===== src/rtl/rx_lane_sync_ctrl_pkg.sv =====
// -----------------------------------------------------------------------------
// lane_sync_pkg
// Shared definitions for the per-lane receive synchronisation controller and
// its metaframe sync checker: default parameter values, bus widths, the
// Interlaken metaframe sync word, 64B/67B header codes, the controller state
// encoding and the checker operating modes.
// No ports (package).
// -----------------------------------------------------------------------------
package lane_sync_pkg;

    localparam int MF_LEN_DEFAULT         = 2048;
    localparam int LOCK_TIMEOUT_DEFAULT   = 4096;
    localparam int DEC_RST_CYCLES_DEFAULT = 8;
    localparam int SYNC_GOOD_DEFAULT      = 4;
    localparam int SYNC_MISS_DEFAULT      = 4;

    localparam int DATA_W  = 64;
    localparam int HDR_W   = 2;
    localparam int STATE_W = 3;

    // Bits [63:58] = 6'b011110, bits [57:0] = 58'h0F678F678F678F6.
    localparam logic [DATA_W-1:0] SYNC_WORD = 64'h78F6_78F6_78F6_78F6;
    localparam logic [HDR_W-1:0]  HDR_CTRL  = 2'b10;
    localparam logic [HDR_W-1:0]  HDR_DATA  = 2'b01;

    typedef enum logic [STATE_W-1:0] {
        ST_IDLE      = 3'd0,
        ST_DEC_RST   = 3'd1,
        ST_WAIT_LOCK = 3'd2,
        ST_HUNT      = 3'd3,
        ST_VERIFY    = 3'd4,
        ST_ALIGNED   = 3'd5,
        ST_BYPASS    = 3'd6
    } lane_state_e;

    // Checker modes are kept separate from the controller states so the
    // checker can be driven by other sequencers (diagnostic-word checking).
    typedef enum logic [1:0] {
        CHK_OFF,
        CHK_HUNT,
        CHK_VERIFY,
        CHK_ALIGNED
    } chk_mode_e;

    function automatic logic is_sync_word(input logic              valid,
                                          input logic [HDR_W-1:0]  header,
                                          input logic [DATA_W-1:0] data);
        return valid && (header == HDR_CTRL) && (data == SYNC_WORD);
    endfunction

endpackage


===== src/rtl/rx_lane_sync_ctrl_if.sv =====
// -----------------------------------------------------------------------------
// rx_lane_sync_ctrl_if
// Bundles the decoder-facing inputs and the control/status outputs of the lane
// sync controller.
//   master : decoder/system side - drives ENABLE, BYPASS_REQ, DEC_VALID,
//            DEC_LOCKED, DEC_HEADER, DEC_DATA; observes the controller outputs.
//   slave  : the controller - drives DEC_RESET, DEC_PASSTHROUGH, LANE_ALIGNED,
//            MF_START, STATE, RETRY_CNT, MISS_CNT.
// -----------------------------------------------------------------------------
interface rx_lane_sync_ctrl_if;
    import lane_sync_pkg::*;

    logic               ENABLE;
    logic               BYPASS_REQ;
    logic               DEC_VALID;
    logic               DEC_LOCKED;
    logic [HDR_W-1:0]   DEC_HEADER;
    logic [DATA_W-1:0]  DEC_DATA;

    logic               DEC_RESET;
    logic               DEC_PASSTHROUGH;
    logic               LANE_ALIGNED;
    logic               MF_START;
    logic [STATE_W-1:0] STATE;
    logic [7:0]         RETRY_CNT;
    logic [15:0]        MISS_CNT;

    modport master (
        output ENABLE, BYPASS_REQ, DEC_VALID, DEC_LOCKED, DEC_HEADER, DEC_DATA,
        input  DEC_RESET, DEC_PASSTHROUGH, LANE_ALIGNED, MF_START, STATE,
               RETRY_CNT, MISS_CNT
    );

    modport slave (
        input  ENABLE, BYPASS_REQ, DEC_VALID, DEC_LOCKED, DEC_HEADER, DEC_DATA,
        output DEC_RESET, DEC_PASSTHROUGH, LANE_ALIGNED, MF_START, STATE,
               RETRY_CNT, MISS_CNT
    );

endinterface


===== src/rtl/rx_lane_sync_ctrl_mf_sync_checker.sv =====
// -----------------------------------------------------------------------------
// mf_sync_checker
// Tracks metaframe position on the decoded word stream and qualifies sync
// words. Holds the word counter (index of the last accepted valid word within
// the metaframe, sync word = index 0) and the good/miss run counters. All event
// outputs are combinational and qualified by 'en'; the owning FSM registers
// whatever it derives from them.
// Ports:
//   clk, rst_n     : clock, asynchronous active-low reset
//   mode           : CHK_OFF / CHK_HUNT / CHK_VERIFY / CHK_ALIGNED
//   en             : qualifies all events (low = abort in progress, no updates)
//   word_valid/header/data : decoder word stream
//   hunt_hit       : sync word seen while hunting (counter loaded with 0)
//   sync_ok        : sync word present at the sync position
//   sync_bad       : sync position reached without a sync word
//   good_done      : sync_ok that completes the SYNC_GOOD run (VERIFY)
//   miss_done      : sync_bad that completes the SYNC_MISS run (ALIGNED)
// -----------------------------------------------------------------------------
module mf_sync_checker
    import lane_sync_pkg::*;
#(
    parameter int MF_LEN    = MF_LEN_DEFAULT,
    parameter int SYNC_GOOD = SYNC_GOOD_DEFAULT,
    parameter int SYNC_MISS = SYNC_MISS_DEFAULT
) (
    input  logic              clk,
    input  logic              rst_n,
    input  chk_mode_e         mode,
    input  logic              en,
    input  logic              word_valid,
    input  logic [HDR_W-1:0]  word_header,
    input  logic [DATA_W-1:0] word_data,
    output logic              hunt_hit,
    output logic              sync_ok,
    output logic              sync_bad,
    output logic              good_done,
    output logic              miss_done
);

    localparam int               CNT_W     = $clog2(MF_LEN);
    localparam logic [CNT_W-1:0] LAST_IDX  = CNT_W'(MF_LEN - 1);
    localparam logic [2:0]       GOOD_LAST = 3'(SYNC_GOOD - 1);
    localparam logic [2:0]       MISS_LAST = 3'(SYNC_MISS - 1);

    logic [CNT_W-1:0] word_idx;
    logic [2:0]       good_cnt;
    logic [2:0]       miss_cnt;
    logic             match;
    logic             tracking;
    logic             at_sync;

    assign match    = is_sync_word(word_valid, word_header, word_data);
    assign tracking = en && ((mode == CHK_VERIFY) || (mode == CHK_ALIGNED));
    // The sync position is the valid word that follows index MF_LEN-1; an
    // invalid cycle there simply defers the check to the next valid word.
    assign at_sync  = tracking && word_valid && (word_idx == LAST_IDX);

    assign hunt_hit  = en && (mode == CHK_HUNT) && match;
    assign sync_ok   = at_sync && match;
    assign sync_bad  = at_sync && !match;
    assign good_done = (mode == CHK_VERIFY)  && sync_ok  && (good_cnt == GOOD_LAST);
    assign miss_done = (mode == CHK_ALIGNED) && sync_bad && (miss_cnt == MISS_LAST);

    // NOTE: state is updated with non-blocking assignments so every register
    // samples the pre-edge values of its peers, independent of statement order.
    always_ff @(posedge clk or negedge rst_n) begin
        if (!rst_n) begin
            word_idx <= '0;
            good_cnt <= '0;
            miss_cnt <= '0;
        end else begin
            if (hunt_hit) begin
                word_idx <= '0;
            end else if (tracking && word_valid) begin
                word_idx <= (word_idx == LAST_IDX) ? '0 : word_idx + 1'b1;
            end

            if (hunt_hit) begin
                good_cnt <= 3'd1;
            end else if ((mode == CHK_VERIFY) && sync_ok) begin
                good_cnt <= good_cnt + 3'd1;
            end

            if (good_done || ((mode == CHK_ALIGNED) && sync_ok)) begin
                miss_cnt <= '0;
            end else if ((mode == CHK_ALIGNED) && sync_bad) begin
                miss_cnt <= miss_cnt + 3'd1;
            end
        end
    end

endmodule


===== src/rtl/rx_lane_sync_ctrl.sv =====
// -----------------------------------------------------------------------------
// rx_lane_sync_ctrl
// Per-lane receive sync controller: pulses the 64B/67B decoder reset, waits for
// block lock with a timeout, hunts/verifies the metaframe sync word and reports
// lane alignment. All outputs are registered.
// Ports:
//   USER_CLK        : lane clock
//   SYSTEM_RESET_N  : asynchronous active-low reset
//   bus (slave)     : ENABLE, BYPASS_REQ, DEC_VALID, DEC_LOCKED, DEC_HEADER,
//                     DEC_DATA in; DEC_RESET, DEC_PASSTHROUGH, LANE_ALIGNED,
//                     MF_START, STATE, RETRY_CNT, MISS_CNT out
// -----------------------------------------------------------------------------
module rx_lane_sync_ctrl
    import lane_sync_pkg::*;
#(
    parameter int MF_LEN         = MF_LEN_DEFAULT,
    parameter int LOCK_TIMEOUT   = LOCK_TIMEOUT_DEFAULT,
    parameter int DEC_RST_CYCLES = DEC_RST_CYCLES_DEFAULT,
    parameter int SYNC_GOOD      = SYNC_GOOD_DEFAULT,
    parameter int SYNC_MISS      = SYNC_MISS_DEFAULT
) (
    input  logic                USER_CLK,
    input  logic                SYSTEM_RESET_N,
    rx_lane_sync_ctrl_if.slave  bus
);

    // One timer serves both the reset pulse and the lock timeout.
    localparam int TIMER_SPAN = (LOCK_TIMEOUT > DEC_RST_CYCLES) ? LOCK_TIMEOUT : DEC_RST_CYCLES;
    localparam int TIMER_W    = $clog2(TIMER_SPAN);
    localparam logic [TIMER_W-1:0] RST_LAST     = TIMER_W'(DEC_RST_CYCLES - 1);
    localparam logic [TIMER_W-1:0] TIMEOUT_LAST = TIMER_W'(LOCK_TIMEOUT - 1);

    lane_state_e        state;
    lane_state_e        state_nxt;
    logic [TIMER_W-1:0] timer;
    logic               dec_reset;
    logic               passthrough;
    logic               lane_aligned;
    logic               mf_start;
    logic [7:0]         retry_cnt;
    logic [15:0]        miss_cnt;

    chk_mode_e chk_mode;
    logic      track_en;
    logic      hunt_hit;
    logic      sync_ok;
    logic      sync_bad;
    logic      good_done;
    logic      miss_done;

    // Losing lock or enable aborts the cycle's sync check entirely.
    assign track_en = bus.ENABLE && bus.DEC_LOCKED;

    // NOTE: every variable written in always_comb gets a default first, so no
    // path leaves it unassigned and no latch is inferred.
    always_comb begin
        chk_mode = CHK_OFF;
        case (state)
            ST_HUNT:    chk_mode = CHK_HUNT;
            ST_VERIFY:  chk_mode = CHK_VERIFY;
            ST_ALIGNED: chk_mode = CHK_ALIGNED;
            default:    ;
        endcase
    end

    mf_sync_checker #(
        .MF_LEN    (MF_LEN),
        .SYNC_GOOD (SYNC_GOOD),
        .SYNC_MISS (SYNC_MISS)
    ) u_checker (
        .clk         (USER_CLK),
        .rst_n       (SYSTEM_RESET_N),
        .mode        (chk_mode),
        .en          (track_en),
        .word_valid  (bus.DEC_VALID),
        .word_header (bus.DEC_HEADER),
        .word_data   (bus.DEC_DATA),
        .hunt_hit    (hunt_hit),
        .sync_ok     (sync_ok),
        .sync_bad    (sync_bad),
        .good_done   (good_done),
        .miss_done   (miss_done)
    );

    always_comb begin
        state_nxt = state;
        if (!bus.ENABLE) begin
            state_nxt = ST_IDLE;
        end else begin
            case (state)
                ST_IDLE:      state_nxt = bus.BYPASS_REQ ? ST_BYPASS : ST_DEC_RST;
                ST_BYPASS:    if (!bus.BYPASS_REQ) state_nxt = ST_IDLE;
                ST_DEC_RST:   if (timer == RST_LAST) state_nxt = ST_WAIT_LOCK;
                ST_WAIT_LOCK: begin
                    if (bus.DEC_LOCKED)           state_nxt = ST_HUNT;
                    else if (timer == TIMEOUT_LAST) state_nxt = ST_DEC_RST;
                end
                ST_HUNT: begin
                    if (!bus.DEC_LOCKED) state_nxt = ST_DEC_RST;
                    else if (hunt_hit)   state_nxt = ST_VERIFY;
                end
                ST_VERIFY: begin
                    if (!bus.DEC_LOCKED) state_nxt = ST_DEC_RST;
                    else if (good_done)  state_nxt = ST_ALIGNED;
                    else if (sync_bad)   state_nxt = ST_HUNT;
                end
                ST_ALIGNED: begin
                    if (!bus.DEC_LOCKED) state_nxt = ST_DEC_RST;
                    else if (miss_done)  state_nxt = ST_HUNT;
                end
                default:      state_nxt = ST_IDLE;
            endcase
        end
    end

    // Outputs are registered from the next state so they line up with STATE.
    always_ff @(posedge USER_CLK or negedge SYSTEM_RESET_N) begin
        if (!SYSTEM_RESET_N) begin
            state        <= ST_IDLE;
            timer        <= '0;
            dec_reset    <= 1'b0;
            passthrough  <= 1'b0;
            lane_aligned <= 1'b0;
            mf_start     <= 1'b0;
            retry_cnt    <= '0;
            miss_cnt     <= '0;
        end else begin
            state <= state_nxt;
            // Restarts on every state change; only read in DEC_RST/WAIT_LOCK.
            timer <= (state_nxt != state) ? '0 : timer + 1'b1;

            dec_reset    <= (state_nxt == ST_DEC_RST);
            passthrough  <= (state_nxt == ST_BYPASS);
            lane_aligned <= (state_nxt == ST_ALIGNED);
            mf_start     <= (state == ST_ALIGNED) && sync_ok;

            if ((state_nxt == ST_DEC_RST) && (state != ST_DEC_RST) && (retry_cnt != 8'hFF)) begin
                retry_cnt <= retry_cnt + 8'd1;
            end
            if ((state == ST_ALIGNED) && sync_bad && (miss_cnt != 16'hFFFF)) begin
                miss_cnt <= miss_cnt + 16'd1;
            end
        end
    end

    assign bus.DEC_RESET       = dec_reset;
    assign bus.DEC_PASSTHROUGH = passthrough;
    assign bus.LANE_ALIGNED    = lane_aligned;
    assign bus.MF_START        = mf_start;
    assign bus.STATE           = state;
    assign bus.RETRY_CNT       = retry_cnt;
    assign bus.MISS_CNT        = miss_cnt;

endmodule


===== src/flat_wrapper.sv =====
// flat-port wrapper written by rule: the top's interface ports become plain ports
module rx_lane_sync_ctrl_flat import lane_sync_pkg::*;
#(
    parameter int MF_LEN         = MF_LEN_DEFAULT,
    parameter int LOCK_TIMEOUT   = LOCK_TIMEOUT_DEFAULT,
    parameter int DEC_RST_CYCLES = DEC_RST_CYCLES_DEFAULT,
    parameter int SYNC_GOOD      = SYNC_GOOD_DEFAULT,
    parameter int SYNC_MISS      = SYNC_MISS_DEFAULT
)
  (USER_CLK, SYSTEM_RESET_N, bus_ENABLE, bus_BYPASS_REQ, bus_DEC_VALID, bus_DEC_LOCKED, bus_DEC_HEADER, bus_DEC_DATA, bus_DEC_RESET, bus_DEC_PASSTHROUGH, bus_LANE_ALIGNED, bus_MF_START, bus_STATE, bus_RETRY_CNT, bus_MISS_CNT);
  rx_lane_sync_ctrl_if bus_i ();
  input  logic USER_CLK;
  input  logic SYSTEM_RESET_N;
  input wire logic [$bits(bus_i.ENABLE)-1:0] bus_ENABLE;
  input wire logic [$bits(bus_i.BYPASS_REQ)-1:0] bus_BYPASS_REQ;
  input wire logic [$bits(bus_i.DEC_VALID)-1:0] bus_DEC_VALID;
  input wire logic [$bits(bus_i.DEC_LOCKED)-1:0] bus_DEC_LOCKED;
  input wire logic [$bits(bus_i.DEC_HEADER)-1:0] bus_DEC_HEADER;
  input wire logic [$bits(bus_i.DEC_DATA)-1:0] bus_DEC_DATA;
  output wire logic [$bits(bus_i.DEC_RESET)-1:0] bus_DEC_RESET;
  output wire logic [$bits(bus_i.DEC_PASSTHROUGH)-1:0] bus_DEC_PASSTHROUGH;
  output wire logic [$bits(bus_i.LANE_ALIGNED)-1:0] bus_LANE_ALIGNED;
  output wire logic [$bits(bus_i.MF_START)-1:0] bus_MF_START;
  output wire logic [$bits(bus_i.STATE)-1:0] bus_STATE;
  output wire logic [$bits(bus_i.RETRY_CNT)-1:0] bus_RETRY_CNT;
  output wire logic [$bits(bus_i.MISS_CNT)-1:0] bus_MISS_CNT;
  assign bus_i.ENABLE = bus_ENABLE;
  assign bus_i.BYPASS_REQ = bus_BYPASS_REQ;
  assign bus_i.DEC_VALID = bus_DEC_VALID;
  assign bus_i.DEC_LOCKED = bus_DEC_LOCKED;
  assign bus_i.DEC_HEADER = bus_DEC_HEADER;
  assign bus_i.DEC_DATA = bus_DEC_DATA;
  assign bus_DEC_RESET = bus_i.DEC_RESET;
  assign bus_DEC_PASSTHROUGH = bus_i.DEC_PASSTHROUGH;
  assign bus_LANE_ALIGNED = bus_i.LANE_ALIGNED;
  assign bus_MF_START = bus_i.MF_START;
  assign bus_STATE = bus_i.STATE;
  assign bus_RETRY_CNT = bus_i.RETRY_CNT;
  assign bus_MISS_CNT = bus_i.MISS_CNT;
  rx_lane_sync_ctrl #(.MF_LEN(MF_LEN), .LOCK_TIMEOUT(LOCK_TIMEOUT), .DEC_RST_CYCLES(DEC_RST_CYCLES), .SYNC_GOOD(SYNC_GOOD), .SYNC_MISS(SYNC_MISS)) u_core (.USER_CLK(USER_CLK), .SYSTEM_RESET_N(SYSTEM_RESET_N), .bus(bus_i));
endmodule

===== config.mk =====
export PLATFORM = sky130hd
export DESIGN_NAME = rx_lane_sync_ctrl_flat
export DESIGN_NICKNAME = d
export VERILOG_FILES = /design/src/rtl/rx_lane_sync_ctrl_pkg.sv /design/src/rtl/rx_lane_sync_ctrl_if.sv /design/src/rtl/rx_lane_sync_ctrl_mf_sync_checker.sv /design/src/rtl/rx_lane_sync_ctrl.sv /design/src/flat_wrapper.sv
export SDC_FILE = /design/constraint.sdc
export NUM_CORES = 1
export LEC_CHECK = 0
export CORE_MARGIN = 4
export CORE_UTILIZATION = 51
export DETAILED_ROUTE_END_ITERATION = 8
export PLACE_DENSITY = 0.86
export SETUP_SLACK_MARGIN = 0.02
export SYNTH_ARGS = -nofsm -noshare
export SYNTH_HDL_FRONTEND = slang
export SYNTH_SLANG_ARGS = --single-unit
export TNS_END_PERCENT = 1

===== constraint.sdc =====
create_clock -name USER_CLK -period 6.3 [get_ports USER_CLK]
set_input_delay 0.63 -clock USER_CLK [delete_from_list [all_inputs] [get_ports USER_CLK]]
set_output_delay 0.63 -clock USER_CLK [all_outputs]
set_load 0.03 [all_outputs]

* Word level (Yosys, flattened, before mapping)
Index checks and enable logic that the tools add are counted.
Storage, ports and cells: register bits after elaboration 60, input port bits 72, word-level logic and storage cells 90
Cells by class: add/subtract/negate cells 6, equality and inequality tests 23, mux-type cells 23, reductions and logical operators 27
Operator list (count):
- $eq 64x63->1 const B | 1
- $mux 3 | 17
- $mux 11 | 3
- $pmux 3 s7 | 1
- $logic_and 1x1->1 | 20
- $add 16x1->16 const B | 1
- $ne 16x16->1 const B | 1
- $eq 3x3->1 const B | 5
- $add 12x1->12 const B | 1
- $eq 12x12->1 const B | 1
- $eq 12x3->1 const B | 1
- $eq 3x2->1 const B | 4
- $mux 12 | 1
- $add 11x1->11 const B | 1
- $eq 11x11->1 const B | 1
- $add 8x1->8 const B | 1
- $ne 8x8->1 const B | 1
- $add 3x1->3 const B | 2
- $eq 2x2->1 const B | 3
- $eq 3x1->1 const B | 2
- $pmux 2 s3 | 1
- $reduce_bool 2->1 | 3
- $logic_not 3->1 | 1
- $ne 3x1->1 const B | 1
- 4 further kinds | 5

* Longest topological paths before layout
Gate-level depths: netlist of the first run.
word-level depth 17, gate-level depth with buffers 10, depth with buffers taken out 9

* By module
A second synthesis of the first run with hierarchy kept.
Second synthesis, totals: cell total of the unflattened synthesis 351, area total of the unflattened synthesis 3504.6 um^2
By module, submodules not included:
- rx_lane_sync_ctrl | instances 1, cells an instance 224, area an instance 2321.0 um^2, seq. area each 1076.0 um^2
- mf_sync_checker | instances 1, cells an instance 127, area an instance 1183.6 um^2, seq. area each 425.4 um^2

* Worst setup path after synthesis of the first run
Ideal clock, no wire load.
path type in2reg, start input port bus_DEC_DATA[25], end register u_core.retry_cnt[1], in the netlist u_core.bus.RETRY_CNT[1], library setup time 128 ps, arrival time 2652 ps, setup slack 3521 ps, stages 8, cells stage by stage or4b_1 > nor3_2 > nand2_1 > nor3_2 > nand3b_1 > nand3_2 > nor3_2 > mux2_1
Between the ends: cells in the longest elaborated chain, start to end 13
Ends and longest elaborated chain:
- from (decl) | RTL line flat_wrapper.sv:19 | input wire logic [$bits(bus_i.DEC_DATA)-1:0] bus_DEC_DATA;
- $eq 64x63->1 * | RTL line rx_lane_sync_ctrl_pkg.sv:48 | return valid && (header == HDR_CTRL) && (data == SYNC_WORD);
- $logic_and 1x1->1 * | RTL line rx_lane_sync_ctrl_pkg.sv:48
- $logic_not 1->1 | RTL line rx_lane_sync_ctrl_mf_sync_checker.sv:60 | assign sync_bad = at_sync && !match;
- $logic_and 1x1->1 | RTL line rx_lane_sync_ctrl_mf_sync_checker.sv:60
- $logic_and 1x1->1 (2 in a row) | RTL line rx_lane_sync_ctrl_mf_sync_checker.sv:62 | assign miss_done = (mode == CHK_ALIGNED) && sync_bad && (miss_cnt == MISS_LAST);
- $mux 3 | RTL line rx_lane_sync_ctrl.sv:109 | else if (miss_done) state_nxt = ST_HUNT;
- $mux 3 | RTL line rx_lane_sync_ctrl.sv:108 | if (!bus.DEC_LOCKED) state_nxt = ST_DEC_RST;
- $pmux 3 s7 * | RTL line rx_lane_sync_ctrl.sv:90 | case (state)
- $mux 3 * | RTL line rx_lane_sync_ctrl.sv:87 | if (!bus.ENABLE) begin
- $eq 3x1->1 * | RTL line rx_lane_sync_ctrl.sv:137 | if ((state_nxt == ST_DEC_RST) && (state != ST_DEC_RST) && (retry_cnt != 8'hFF)) begin
- $logic_and 1x1->1 * (2 in a row) | RTL line rx_lane_sync_ctrl.sv:137
- to (signal assigned) | RTL line rx_lane_sync_ctrl.sv:138 | retry_cnt <= retry_cnt + 8'd1;
- to (decl) | RTL line rx_lane_sync_ctrl.sv:40 | logic [7:0] retry_cnt;
Mark *: on every way between the ends. The rest lies on a longest branch, timed or not. A chain may end at the register's enable or synchronous reset.

* Worst setup path in the final report of the first run
start input port bus_DEC_DATA[50], end register u_core.timer[3]
Between the ends: cells in the longest elaborated chain, start to end 12
Ends and longest elaborated chain:
- $eq 64x63->1 * | RTL line rx_lane_sync_ctrl_pkg.sv:48
- $logic_and 1x1->1 * | RTL line rx_lane_sync_ctrl_pkg.sv:48
- $logic_not 1->1 | RTL line rx_lane_sync_ctrl_mf_sync_checker.sv:60
- $logic_and 1x1->1 | RTL line rx_lane_sync_ctrl_mf_sync_checker.sv:60
- $logic_and 1x1->1 (2 in a row) | RTL line rx_lane_sync_ctrl_mf_sync_checker.sv:62
- $mux 3 | RTL line rx_lane_sync_ctrl.sv:109
- $mux 3 | RTL line rx_lane_sync_ctrl.sv:108
- $pmux 3 s7 * | RTL line rx_lane_sync_ctrl.sv:90
- $mux 3 * | RTL line rx_lane_sync_ctrl.sv:87
- named net u_core.state_nxt[1] | RTL line rx_lane_sync_ctrl.sv:34 | lane_state_e state_nxt;
- $ne 3x3->1 * | RTL line rx_lane_sync_ctrl.sv:130 | timer <= (state_nxt != state) ? '0 : timer + 1'b1;
- $mux 12 * | RTL line rx_lane_sync_ctrl.sv:130
- to (signal assigned) | RTL line rx_lane_sync_ctrl.sv:130
- to (decl) | RTL line rx_lane_sync_ctrl.sv:35 | logic [TIMER_W-1:0] timer;
Mark *: on every way through the listed nets, which the timed path passes. The rest lies on a longest branch.

==> results.tsv, run 1 <==
metric	value	unit
Placed Area	0.004418	mm2
most frequent CP cell	nand3b_1	
CTS tree	built	
Fin Clk Skew	0.009049	ns
Vias/cell	5.704	
Tcrit/Tclk final	0.5903	
postcts setup bufs	0	
final setup fails	0	
routed wire length	8.079	mm
CP max FO	14	
minimum clock period	3.719	ns
Gates resized, CTS repair	0	
# IOs	103	
Max Cap Viol	0	
relative slew slack	0.3696	
R2R setup slack	3.17	ns
total grt overflow	0	
Final Net Count	531	
post-layout util	0.7308	
clock sink total	60	
clk buf depth	2	
drt drc	0	
CP cell instances	clkdlybuf4s50_1, nor4bb_1, nand4_1, nand3b_1, nor3_2, nand3b_1, a21oi_1, o2111ai_1, nor2_1	
Vias	3040	
warnings from Yosys	0	
hpwl dp	6.202	mm
Total GRT Usage	0.2184	
Reg clk slew, reported paths	0.08	ns
layout cell share with drive strength beyond 1	0.07895	
hold_ws	0.4329	ns
core area	0.006350	mm2
vias in the first global route	2947	
status	completed	
fmax	0.2689	GHz
Avg Inst Size Synth	9.710	um2
R2R cell count	7	
die area	0.007888	mm2
power per cell area	254.9	mW/mm2
WP data required	6.49	ns
PortBufs	102	
RSZ-0062 raised after global routing	no	
1st-pass router iterations	4	
Startpoint Class	input pin	
Routed Antenna Nets	0	
P_leak	2.011	nW
Peak VDD IR	0.2282	mV
CTS root buf	clkbuf_8	
first-pass GRT wire length	13.18	mm
area leader, netlist	dfrtp_1	
CP endpoint kind	flop	
Cell variety after synth	54	
Final Worst Setup Slack	2.581	ns
total CTS buffers	9	
Slew Limit Fails	0	
Seq/Total Area, Yosys	0.4508	
flip-flop and latch count after synthesis	60	
Post-CTS Hold Fix Bufs	0	
largest net degree at the start of global routing	61	
Initial Util	0.5245	
dominant cells by area after synthesis	dfrtp_1 (45%), xor2_1 (6.8%), nor2_1 (4.4%)	
count of final hold-check violations	0	
later-pin clock latency in the skew report	0.35	ns
Setup TNS Final	0	ns
Chip Width	88.82	um
Hold/Removal Path Class	input pin to async pin	
Core Rows	29	
GPL Wtd Cong	0.9127	
area grow syn2layout	39.33	%
WS Path Type	input pin to flop	
Synth Flop Type	dfrtp_1	
Netlist Area Pre-Place	0.003331	mm2
arrival time at the worst endpoint	3.91	ns
initial DRC count	146	
pre-CTS WS	2.215	ns
Syn Nets	423	
EDFF count, synth	0	
number of antenna violations at the first check in global routing	0	
diodes inserted	0	
r2r startpoint	u_core.bus.STATE[0]$_DFF_PN0_	
Syn Inst Count	343	
Least-Margin Pin Slew	0.9447	ns
H-Tree Depth	3	
Crit. Startpoint	bus_DEC_DATA[50]	
Synth top area share	0.4508	
Critical-path top delay cell	o2111ai_1	
CP peak stage delay	0.78	ns
CP Capture Point	u_core.timer[3]$_DFF_PN0_	
detailed-route wire length per cell	15.16	um
worst r2r dst	u_core.timer[3]$_DFF_PN0_	
Synth async-reset ratio	1.000	
Final Cell Area	0.004641	mm2
Die Y	88.82	um
## metal layers
layer,global-route usage,vias up,routed length (um)
li1,-,1453,-
met1,0.2710,1416,3303
met2,0.3623,154,3929
met3,0.05400,17,688
met4,0.09203,0,158
met5,0,-,0
## stage by stage
step | instances | total power, mW
after global routing | 533 | 1.238
final | 533 | 1.183
after floorplan | 343 | 0.6601
after detailed placement | 517 | 0.7957
after CTS | 533 | 1.188
after global placement | 517 | 0.7835
## critical path, delay by kind of cell
family,cells,cell delay (ns)
simple gates,6,1.95
compound gates,2,0.89
buf+inv,1,0.44
## cell type report
class	instances	area [um2]
tap	77	96.34
clock inverter	7	98.84
multi-input combinational	265	1752
clock buffer	9	123.9
sequential	60	1501
timing repair buffer	103	1023
fill	456	1709
inverter	12	45.04
## registers in the layout (all words and copies together), names as in the netlist
| name | flops |
|---|---|
| u_core.u_checker.word_idx | 11 |
| u_core.bus.MF_START | 1 |
| u_core.bus.DEC_PASSTHROUGH | 1 |
| u_core.u_checker.good_cnt | 3 |
| u_core.bus.DEC_RESET | 1 |
| u_core.bus.RETRY_CNT | 8 |
| u_core.bus.STATE | 3 |
| u_core.u_checker.miss_cnt | 3 |
| u_core.bus.LANE_ALIGNED | 1 |
| u_core.bus.MISS_CNT | 16 |
| u_core.timer | 12 |
## cell families after synthesis
group,count (synthesis),synth area share
AO/OA/AOI/OAI,41,0.08490
XOR/XNOR,36,0.09466
adder cells (fa/ha/maj),8,0.03005
buffers and inverters,18,0.02329
flip-flops,60,0.4508
multiplexers,3,0.009767
AND/OR/NAND/NOR,177,0.3065
## cells in the mapped netlist, types with 4 or more instances
library cell,count
a21oi_1,7
and3_1,11
dfrtp_1,60
ha_1,8
inv_1,12
nand2_1,29
nand3_1,23
nand3b_1,4
nand4_1,13
nand4b_1,5
nor2_1,39
nor2b_1,4
nor3_2,4
nor4_1,12
nor4bb_1,5
o21ai_0,11
o31ai_1,4
xnor2_1,10
xor2_1,26
## how the worst min path moves through the flow
stage,from,end,cells after the start
finish,SYSTEM_RESET_N,u_core.u_checker.word_idx[0]$_DFFE_PN0P_,2
global placement,u_core.u_checker.miss_cnt[2]$_DFFE_PN0P_,u_core.u_checker.miss_cnt[2]$_DFFE_PN0P_,2
detailed placement,u_core.u_checker.miss_cnt[2]$_DFFE_PN0P_,u_core.u_checker.miss_cnt[2]$_DFFE_PN0P_,2
global route,SYSTEM_RESET_N,u_core.u_checker.word_idx[0]$_DFFE_PN0P_,2
CTS,SYSTEM_RESET_N,u_core.u_checker.word_idx[2]$_DFFE_PN0P_,2
floorplan,SYSTEM_RESET_N,u_core.bus.DEC_PASSTHROUGH$_DFF_PN0_,0
## placed cells by master (no fill, tap or decap), drive strengths merged, types with 2 or more instances in the layout
master         Yosys  final
nand4b             5      5
o31ai              4      4
buf                3      2
o31a               2      2
nor2              41     41
clkdlybuf4s50      0    101
and4               2      2
and3b              3      3
nand3b             4      4
inv               12     13
dfrtp             60     60
mux2               2      2
or2                3      3
nor3               7      7
a21oi              7      7
a31oi              4      4
nor2b              4      4
clkbuf             3      9
and2               3      3
nor4bb             5      5
nand4bb            3      3
or4b               2      2
nand4             13     13
nand3             26     26
nand2b             2      2
nor4              12     12
xnor2             10     10
and3              11     11
clkinv             0      3
ha                 8      8
xor2              26     26
nand2             30     30
o21ai             12     12
bufinv             0      2
o211ai             3      3
## power breakdown
part | internal, mW | total (mW) | switching [mW]
clock | 0.224 | 0.394 | 0.170
combinational | 0.143 | 0.317 | 0.174
sequential | 0.418 | 0.472 | 0.0544
Power figures use the tool's default switching activity.
==> run 2, diff against run 1 <==
--- a/config.mk
+++ b/config.mk
@@ -6,9 +6,9 @@
 export NUM_CORES = 1
 export LEC_CHECK = 0
 export CORE_MARGIN = 4
-export CORE_UTILIZATION = 51
+export CORE_UTILIZATION = 43
 export DETAILED_ROUTE_END_ITERATION = 8
-export PLACE_DENSITY = 0.86
+export PLACE_DENSITY = 0.78
 export SETUP_SLACK_MARGIN = 0.02
 export SYNTH_ARGS = -nofsm -noshare
 export SYNTH_HDL_FRONTEND = slang
==> constraint.sdc (replaced) <==
create_clock -name USER_CLK -period 3.1 [get_ports USER_CLK]
set_input_delay 0.31 -clock USER_CLK [delete_from_list [all_inputs] [get_ports USER_CLK]]
set_output_delay 0.31 -clock USER_CLK [all_outputs]
set_load 0.03 [all_outputs]
==> run 2 against run 1 <==
Effect of this change:
- clock power is 110% higher
- core utilization is 9.0 points lower
- power is 110% higher
- critical path type unchanged
==> results.tsv, run 2 (synthesized netlist as in run 1, its figures left out) <==
metric	value	unit
status	completed	
M1 WL	3.385	mm
family with the most delay on the worst path	simple AND/OR/NAND/NOR gates	
fillcell total	598	
R2R cell count	9	
clk buf depth	2	
number of antenna violations at the first check in global routing	0	
CP cell instances	clkdlybuf4s50_1, or4b_1, nor3_2, nand2_1, o221a_2, nor3_2, nand3_2, nor3_2, mux2_1	
RSZ-0062 raised after global routing	no	
WP data required	3.31	ns
total grt overflow	0	
combinational fraction of design power	0.285	
Chip Width	96.01	um
CP max FO	9	
Setup TNS Final	0	ns
area grow syn2layout	42.60	%
Final Net Count	540	
Startpoint Class	input pin	
Clk pwr share	0.333	
Final Worst Setup Slack	0.2710	ns
most common cell after layout, fill and taps aside	clkdlybuf4s50_1	
final setup fails	0	
diodes inserted	0	
drt drc	0	
die area	0.009218	mm2
Hold/Removal Path Class	input pin to async pin	
1st-pass router iterations	4	
CTS root buf	clkbuf_8	
Least-Margin Pin Slew	0.9085	ns
CP endpoint kind	flop	
postcts setup bufs	0	
r2r startpoint	u_core.u_checker.word_idx[0]$_DFFE_PN0P_	
arrival time at the worst endpoint	3.04	ns
detailed-route wire length per cell	14.11	um
hold_ws	0.05276	ns
WS Path Type	input pin to flop	
Vias	3044	
Core Rows	31	
layout cell share with drive strength beyond 1	0.09462	
clock sink total	60	
Non-Filler Instances	564	
Reg clk slew, reported paths	0.06	ns
internal cell power	1.688	mW
first-pass GRT wire length	13.01	mm
Switching Share	0.3122	
GPL Wtd Cong	0.8762	
Peak VDD IR	0.2502	mV
routed wl met3	703	um
fmax	0.3535	GHz
most frequent cells in the layout	clkdlybuf4s50_1 (101), dfrtp_1 (60), nor2_1 (39)	
relative slew slack	0.3892	
Slew Limit Fails	0	
core area	0.007408	mm2
Gates resized, CTS repair	0	
later-pin clock latency in the skew report	0.33	ns
post-layout util	0.6411	
PortBufs	102	
power per cell area	516.6	mW/mm2
Sequential Power Share	0.382	
Initial Util	0.4496	
total CTS buffers	9	
metal2 WL	3.756	mm
initial DRC count	91	
Placed Cells incl. Taps	548	
Vias/cell	5.397	
Fin Clk Skew	0.008407	ns
CTS tree	built	
worst r2r dst	u_core.bus.RETRY_CNT[1]$_DFFE_PN0P_	
Critical-path top delay cell	or4b_1	
minimum clock period	2.829	ns
H-Tree Depth	3	
pre-CTS WS	-0.05015	ns
Max Cap Viol	0	
count of final hold-check violations	0	
net switching power	766.2	uW
Tcrit/Tclk final	0.9126	
vias in the first global route	2965	
hpwl dp	6.178	mm
# IOs	103	
Routed Antenna Nets	0	
P_leak	2.060	nW
max FFs per register	16	
Post-CTS Hold Fix Bufs	0	
most frequent CP cell	nor3_2	
Die Y	96.01	um
top sig layer	met4	
CP bufs+invs	1	
routed wire length	7.957	mm
CP peak stage delay	0.53	ns
R2R setup slack	0.34	ns
largest net degree at the start of global routing	37	
Total GRT Usage	0.1819	
==> run 2: cell types whose count changed in the layout (fill, tap and decap cells not counted), sizes merged <==
cell,previous run,this run
inv,13,12
clkinv,3,0
buf,2,11
clkbuf,9,13
==> run 2: power by group through the flow <==
stage	Combinational (mW)	Sequential, mW	Clock [mW]
4_1_cts	0.700	0.938	0.837
3_3_place_gp	0.685	0.949	0
3_5_place_dp	0.698	0.952	0
2_1_floorplan	0.317	1.02	0
5_1_grt	0.759	0.950	0.874
6_report	0.699	0.938	0.817
==> run 2: worst max-delay path by stage <==
stage,slack [ns],endpoint,cells after the start,from
6_report,0.27,u_core.bus.RETRY_CNT[1]$_DFFE_PN0P_,9,bus_DEC_DATA[25]
3_3_place_gp,0.05,u_core.bus.RETRY_CNT[1]$_DFFE_PN0P_,9,bus_DEC_DATA[25]
2_1_floorplan,0.64,u_core.bus.RETRY_CNT[1]$_DFFE_PN0P_,8,bus_DEC_DATA[25]
3_5_place_dp,-0.05,u_core.bus.RETRY_CNT[1]$_DFFE_PN0P_,9,bus_DEC_DATA[25]
4_1_cts,0.31,u_core.bus.RETRY_CNT[1]$_DFFE_PN0P_,9,bus_DEC_DATA[25]
5_1_grt,0.24,u_core.bus.RETRY_CNT[1]$_DFFE_PN0P_,9,bus_DEC_DATA[25]
==> run 2: cell type report <==
class	instances	area, um2	area share
clock buffer	13	168.9	0.03556
inverter	12	45.04	0.009484
timing repair buffer	112	1091	0.2297
multi-input combinational	265	1752	0.3688
tap	99	123.9	0.02608
clock inverter	3	67.56	0.01423
sequential	60	1501	0.3161
==> run 2: metrics by stage <==
stage | total power, mW | cell area, um2
after floorplan | 1.341 | 3331
after global placement | 1.634 | 4513
after detailed placement | 1.650 | 4513
after CTS | 2.476 | 4750
after global routing | 2.583 | 4750
final | 2.454 | 4750
==> run 2: worst reg2reg max path: stages, from the launching register on <==
cell and delay, ns:
dfrtp_1 0.41, ha_1 0.22, nand2_1 0.08, or4_4 0.49
nor2_8 0.18, o31ai_1 0.13, a31oi_2 0.23, nand3_2 0.26
nor3_2 0.30, mux2_1 0.35
==> run 2: layer usage <==
metal,vias up,track usage
li1,1475,-
met1,1412,0.2250
met2,148,0.2973
met3,9,0.05160
met4,0,0.07464
met5,-,0
